<file path="src/rtl/mips_mc_ctrl.sv">
// Multicycle MIPS control FSM: sequences fetch/decode/execute/memory/writeback over a shared datapath.
// Optional macro MIPS_MC_JAL_EN adds the JAL state (opcode 000011); without it that opcode is illegal.
module mips_mc_ctrl #(
    parameter int MEM_WAIT_MAX = 15
) (
    input  logic       clk,
    input  logic       rst,
    input  logic [5:0] opcode,
    input  logic [5:0] funct,
    input  logic       zero,
    input  logic       mem_ready,
    output logic       pc_write,
    output logic       iord,
    output logic       mem_read,
    output logic       mem_write,
    output logic       ir_write,
    output logic [1:0] reg_dst,
    output logic [1:0] mem_to_reg,
    output logic       reg_write,
    output logic       alu_src_a,
    output logic [1:0] alu_src_b,
    output logic [2:0] alu_op,
    output logic [1:0] pc_source,
    output logic       instr_done,
    output logic       illegal,
    output logic       mem_timeout,
    output logic [3:0] state
);
    localparam logic [3:0] S_RESET    = 4'd0;
    localparam logic [3:0] S_FETCH    = 4'd1;
    localparam logic [3:0] S_DECODE   = 4'd2;
    localparam logic [3:0] S_MEM_ADDR = 4'd3;
    localparam logic [3:0] S_MEM_RD   = 4'd4;
    localparam logic [3:0] S_MEM_WB   = 4'd5;
    localparam logic [3:0] S_MEM_WR   = 4'd6;
    localparam logic [3:0] S_EXEC_R   = 4'd7;
    localparam logic [3:0] S_R_WB     = 4'd8;
    localparam logic [3:0] S_EXEC_I   = 4'd9;
    localparam logic [3:0] S_I_WB     = 4'd10;
    localparam logic [3:0] S_BRANCH   = 4'd11;
    localparam logic [3:0] S_JUMP     = 4'd12;
    localparam logic [3:0] S_JAL      = 4'd13;

    localparam logic [5:0] OP_RTYPE = 6'b000000;
    localparam logic [5:0] OP_LW    = 6'b100011;
    localparam logic [5:0] OP_SW    = 6'b101011;
    localparam logic [5:0] OP_BEQ   = 6'b000100;
    localparam logic [5:0] OP_BNE   = 6'b000101;
    localparam logic [5:0] OP_J     = 6'b000010;
    localparam logic [5:0] OP_ADDI  = 6'b001000;
    localparam logic [5:0] OP_ANDI  = 6'b001100;
    localparam logic [5:0] OP_ORI   = 6'b001101;
    localparam logic [5:0] OP_SLTI  = 6'b001010;
    localparam logic [5:0] OP_JAL   = 6'b000011;

    localparam logic [2:0] ALU_ADD   = 3'd0;
    localparam logic [2:0] ALU_SUB   = 3'd1;
    localparam logic [2:0] ALU_FUNCT = 3'd2;
    localparam logic [2:0] ALU_AND   = 3'd3;
    localparam logic [2:0] ALU_OR    = 3'd4;
    localparam logic [2:0] ALU_SLT   = 3'd5;

    localparam logic [3:0] WAIT_MAX = 4'(MEM_WAIT_MAX);

    logic [3:0] next_state;
    logic [3:0] dec_next;
    logic       dec_legal;
    logic [3:0] wait_cnt;
    logic [3:0] wait_cnt_next;
    logic       waiting;
    logic       timeout_flag;

    // funct is decoded by the ALU control block, not here
    logic unused_funct;
    assign unused_funct = ^funct;

    // Opcode decode: successor of DECODE and whether the opcode is supported
    always_comb begin
        dec_next  = S_FETCH;
        dec_legal = 1'b1;
        case (opcode)
            OP_RTYPE:                           dec_next = S_EXEC_R;
            OP_LW, OP_SW:                       dec_next = S_MEM_ADDR;
            OP_BEQ, OP_BNE:                     dec_next = S_BRANCH;
            OP_J:                               dec_next = S_JUMP;
            OP_ADDI, OP_ANDI, OP_ORI, OP_SLTI:  dec_next = S_EXEC_I;
`ifdef MIPS_MC_JAL_EN
            OP_JAL:                             dec_next = S_JAL;
`endif
            default: begin
                dec_next  = S_FETCH;
                dec_legal = 1'b0;
            end
        endcase
    end

    // Next-state logic
    always_comb begin
        next_state = S_RESET;
        case (state)
            S_RESET:    next_state = S_FETCH;
            S_FETCH:    next_state = mem_ready ? S_DECODE : S_FETCH;
            S_DECODE:   next_state = dec_next;
            S_MEM_ADDR: next_state = (opcode == OP_LW) ? S_MEM_RD : S_MEM_WR;
            S_MEM_RD:   next_state = mem_ready ? S_MEM_WB : S_MEM_RD;
            S_MEM_WB:   next_state = S_FETCH;
            S_MEM_WR:   next_state = mem_ready ? S_FETCH : S_MEM_WR;
            S_EXEC_R:   next_state = S_R_WB;
            S_R_WB:     next_state = S_FETCH;
            S_EXEC_I:   next_state = S_I_WB;
            S_I_WB:     next_state = S_FETCH;
            S_BRANCH:   next_state = S_FETCH;
            S_JUMP:     next_state = S_FETCH;
`ifdef MIPS_MC_JAL_EN
            S_JAL:      next_state = S_FETCH;
`endif
            default:    next_state = S_RESET;
        endcase
    end

    assign waiting = ((state == S_FETCH) || (state == S_MEM_RD) || (state == S_MEM_WR)) && !mem_ready;

    // Wait counter: restarts on every state change, saturates at the watchdog limit
    always_comb begin
        if (next_state != state) begin
            wait_cnt_next = 4'd0;
        end else if (waiting && (wait_cnt != WAIT_MAX)) begin
            wait_cnt_next = wait_cnt + 4'd1;
        end else begin
            wait_cnt_next = wait_cnt;
        end
    end

    // State, wait counter and sticky timeout registers
    always_ff @(posedge clk) begin
        if (rst) begin
            state        <= S_RESET;
            wait_cnt     <= 4'd0;
            timeout_flag <= 1'b0;
        end else begin
            state        <= next_state;
            wait_cnt     <= wait_cnt_next;
            timeout_flag <= timeout_flag | (wait_cnt_next == WAIT_MAX);
        end
    end

    // Moore output decode; FETCH, MEM_WR and BRANCH qualify a few outputs by mem_ready/zero
    always_comb begin
        pc_write   = 1'b0;
        iord       = 1'b0;
        mem_read   = 1'b0;
        mem_write  = 1'b0;
        ir_write   = 1'b0;
        reg_dst    = 2'd0;
        mem_to_reg = 2'd0;
        reg_write  = 1'b0;
        alu_src_a  = 1'b0;
        alu_src_b  = 2'd0;
        alu_op     = ALU_ADD;
        pc_source  = 2'd0;
        instr_done = 1'b0;
        illegal    = 1'b0;
        case (state)
            S_FETCH: begin
                mem_read  = 1'b1;
                alu_src_b = 2'd1;
                ir_write  = mem_ready;
                pc_write  = mem_ready;
            end
            S_DECODE: begin
                alu_src_b = 2'd3;
                illegal   = ~dec_legal;
            end
            S_MEM_ADDR: begin
                alu_src_a = 1'b1;
                alu_src_b = 2'd2;
            end
            S_MEM_RD: begin
                mem_read = 1'b1;
                iord     = 1'b1;
            end
            S_MEM_WB: begin
                mem_to_reg = 2'd1;
                reg_write  = 1'b1;
                instr_done = 1'b1;
            end
            S_MEM_WR: begin
                mem_write  = 1'b1;
                iord       = 1'b1;
                instr_done = mem_ready;
            end
            S_EXEC_R: begin
                alu_src_a = 1'b1;
                alu_op    = ALU_FUNCT;
            end
            S_R_WB: begin
                reg_dst    = 2'd1;
                reg_write  = 1'b1;
                instr_done = 1'b1;
            end
            S_EXEC_I: begin
                alu_src_a = 1'b1;
                alu_src_b = 2'd2;
                case (opcode)
                    OP_ANDI: alu_op = ALU_AND;
                    OP_ORI:  alu_op = ALU_OR;
                    OP_SLTI: alu_op = ALU_SLT;
                    default: alu_op = ALU_ADD;
                endcase
            end
            S_I_WB: begin
                reg_write  = 1'b1;
                instr_done = 1'b1;
            end
            S_BRANCH: begin
                alu_src_a  = 1'b1;
                alu_op     = ALU_SUB;
                pc_source  = 2'd1;
                instr_done = 1'b1;
                pc_write   = ((opcode == OP_BEQ) & zero) | ((opcode == OP_BNE) & ~zero);
            end
            S_JUMP: begin
                pc_source  = 2'd2;
                pc_write   = 1'b1;
                instr_done = 1'b1;
            end
`ifdef MIPS_MC_JAL_EN
            S_JAL: begin
                reg_dst    = 2'd2;
                mem_to_reg = 2'd2;
                reg_write  = 1'b1;
                pc_source  = 2'd2;
                pc_write   = 1'b1;
                instr_done = 1'b1;
            end
`endif
            default: begin
                pc_write = 1'b0;
            end
        endcase
        mem_timeout = timeout_flag & (state != S_RESET);
    end
endmodule

</file>
<file path="config.mk">
export PLATFORM = sky130hd
export DESIGN_NAME = mips_mc_ctrl
export DESIGN_NICKNAME = d
export VERILOG_FILES = /design/src/rtl/mips_mc_ctrl.sv
export SDC_FILE = /design/constraint.sdc
export NUM_CORES = 1
export LEC_CHECK = 0
export BUFFER_PORTS_ARGS = -buffer_cell sky130_fd_sc_hd__buf_2
export CAP_MARGIN = 10
export CORE_AREA = 2 2 50 61
export CTS_CLUSTER_DIAMETER = 100
export DETAILED_ROUTE_END_ITERATION = 10
export DIE_AREA = 0 0 52 63
export MAX_ROUTING_LAYER = met4
export PLACE_DENSITY = 0.65
export SLEW_MARGIN = 20
export SYNTH_ARGS = -nofsm -noshare
export SYNTH_HDL_FRONTEND = slang
export SYNTH_SLANG_ARGS = --single-unit
</file>
<file path="constraint.sdc">
create_clock -name clk -period 2.7 [get_ports clk]
set_input_delay 0.27 -clock clk [delete_from_list [all_inputs] [get_ports clk]]
set_output_delay 0.27 -clock clk [all_outputs]
set_load 0.02 [all_outputs]
</file>
==> summary.md <==
| Metric | Value |
|---|---|
| Detailed-placement wirelength estimate | approximately 2000 microns |
| Initial DRC Count | 29 |
| First-pass GRT wire length | 4450 microns |
| Area Growth Syn to Fin | 18.7% |
| Rel. slew slack | between 60% and 70% |
| Vias per cell | 5.59 |
| Syn Area/Cell | 6.89 sq um |
| Clk buf depth | 2 |
| Post-synthesis mux area share | ~2% |
| Xor/xnor share of the synthesized area | roughly 3.4% |
| Dpl cells | 204 |
| Post-synth cell types | 52 |
| YS warnings | 0 |
| Tcrit/Tclk final | between 70 and 80% |
| GRT Overall Usage | between 15 and 20% |
| Worst-margin pin slew | 484 ps |
| Post-synth top area share | 17.7% |
| Worst EP required | roughly 2400 ps |
| Vias in the first global route | 987 |
| Core Area | between 2000 and 3000 sq um |
| Run status | complete, no violations |
| WS Path Type | reg -> out |
| Synth area leader | dfxtp_1 |
| Setup violators final | 0 |
| Tmin final | ~2200 ps |
| Largest net degree at the start of global routing | 27 |
| Slew Viols, Final | 0 |
| Die outline width | 52 microns |
| Cell row count | 21 |
| Sequential area share after synthesis | ~18% |
| DR pass1 iterations | 4 |
| P_leak | about 0.00052 uW |
| Clock Latency Late Sink | between 200 and 300 ps |
| Peak supply drop | around 0.24 mV |
| Maximum Capacitance Violations | 0 |
| Synth Flop Type | dfxtp_1 |
| Synth Register Bits | 9 |
| Max Freq | 0.464 GHz |
| Synth Area in Simple Gates | a little under two fifths |
| Initial antenna violation count | 0 |
| Die ar. | approximately 3300 sq um |
| H-tree depth | 1 |
| Final nets | ~190 |
| Cell count after synthesis | approximately 150 |
| Post-CTS Setup Repair Bufs | 0 |
| Port Buffers | 32 |
| Post-route non-filler standard cell count | about 210 |
| Top cells by count, synth | 22 x nor2_1, 12 x a21oi_1, 11 x clkbuf_1 |
| Most common cell in the netlist | nor2_1 |
| CP Launch Point | state[2]$_SDFF_PP0_ |
| Critical Path Fanout Max | 12 |
| Die Span Y | approximately 63 microns |
| Post-Syn Area | between 1000 and 1500 sq um |
| Critical Path Start Type | register |
| Post_cts resized | 0 |
| Via count | ~1200 |
| TNS Setup | 0 ps |
| Synth Area in Compound Gates | about 28% |
| Hold Vio Cnt, Final | 0 |
| Wire per inst | around 13 microns |
| Initial cell density of the core | between 30% and 40% |
| Ant diodes | 0 |
| Worst min path class | in -> reg |
| Clock Sinks | 9 |
| CP Capture Type | primary output |
| Arrival @ worst endpoint | around 1900 ps |
| CTS Hold Bufs | 0 |
| Gpl congestion | 0.855 |
| Total CTS buffers | 3 |
| GR Overflow Total | 0 |
| FF-to-FF Start | wait_cnt[0]$_SDFF_PP0_ |
| Final core utilization | between 40% and 50% |
| I/O pin count | 41 |
| DRC viols | 0 |
| Final WL | between 2000 and 3000 microns |
| TritonCTS clock tree | yes |
| ANT nets after route | 0 |
| Largest family of logic cells by synthesized area | simple AND/OR/NAND/NOR gates |
| Start point of the worst hold path | rst |
| Fin Clk Skew | 7.05 ps |
| RSZ-0062 raised after global routing | false |
| Post-synthesis async set-or-reset flop share | 0% |
| Layout cells sized above 1 | a little over a quarter |
| Post-Synth Adder-Cell Area | under 10% |
| Reg2reg setup slack | ~750 ps |
| Pwr/cell area | about 320 nW/um^2 |
| CTS clk-pin slew, worst paths | about 70 ps |
| Root Buffer | clkbuf_4 |
| Largest cells by area after synthesis | dfxtp_1 18%, nor2_1 8.1%, a21oi_1 5.9%, nand2b_1 5.5%, nor3_1 4.9% |
| Post-synth EDFFs | 0 |
[registers in the layout, indices dropped and copies added (netlist names)]
| signal | cells |
|---|---|
| timeout_flag | 1 |
| wait_cnt | 4 |
| state | 4 |
[worst max-delay path, cell delays in order, from the launching register on]
cell      delay (ps)
dfxtp_1          420
nand2b_1         270
nor3_1           250
nor4b_1          310
a21oi_1           80
nor2b_1          110
buf_2            170
[through the flow]
stage                     power, uW  hold slack (ps)  setup WS, ps  area [sq um]
after floorplan                 247              339           531          1020
after global placement          280              484           778          1180
after detailed placement        284              489           755          1180
after CTS                       393              254           535          1210
after global routing            419              258           425          1210
final                           390              254           545          1210
[routing by layer]
| layer | wire (microns) | up-vias | global-route usage [%] |
|---|---|---|---|
| met4 | 19 | 0 | 3.95 |
| met5 | 0 | - | - |
| li1 | - | 586 | - |
| met2 | 1330 | 34 | 28.0 |
| met1 | 1140 | 538 | 22.7 |
| met3 | 166 | 5 | 4.31 |
[area by class of cell]
class,count,area [sq um]
sequential,9,180
clock buffer,4,26.3
timing repair buffer,36,190
fill,296,1500
multi-input combinational,120,752
tap,34,42.5
inverter,5,18.8
[placed cells by master, fill, tap and decap left out, drive strengths merged, types with 4 or more instances in the layout]
cell	count
o21ai	5
nor2b	5
nor3	11
clkbuf	4
dfxtp	9
buf	36
nand3	5
nand2b	9
inv	5
nor2	22
a21oi	12
nand2	6
[worst paths after layout]
| path | to | depth (start not counted) |
|---|---|---|
| setup / recovery | alu_op[1] | 6 |
| hold / removal | state[3]$_SDFF_PP0_ | 2 |
| setup reg to reg | timeout_flag$_SDFF_PP0_ | 6 |
| hold reg to reg | timeout_flag$_SDFF_PP0_ | 2 |
[cells by family (layout without fill, tap and decap cells)]
logic type | count (synthesis) | in the layout
flip-flops | 9 | 9
buffers and inverters | 20 | 45
AO/OA/AOI/OAI | 41 | 41
XOR/XNOR | 4 | 4
adder cells (fa/ha/maj) | 2 | 2
other | 1 | 2
multiplexers | 2 | 2
AND/OR/NAND/NOR | 69 | 69
[power by group]
part	internal, uW	switching, uW
registers	136	4.48
clock network	57.2	51.4
logic	50.1	90.5
total	243	146
Power figures use the tool's default switching activity.
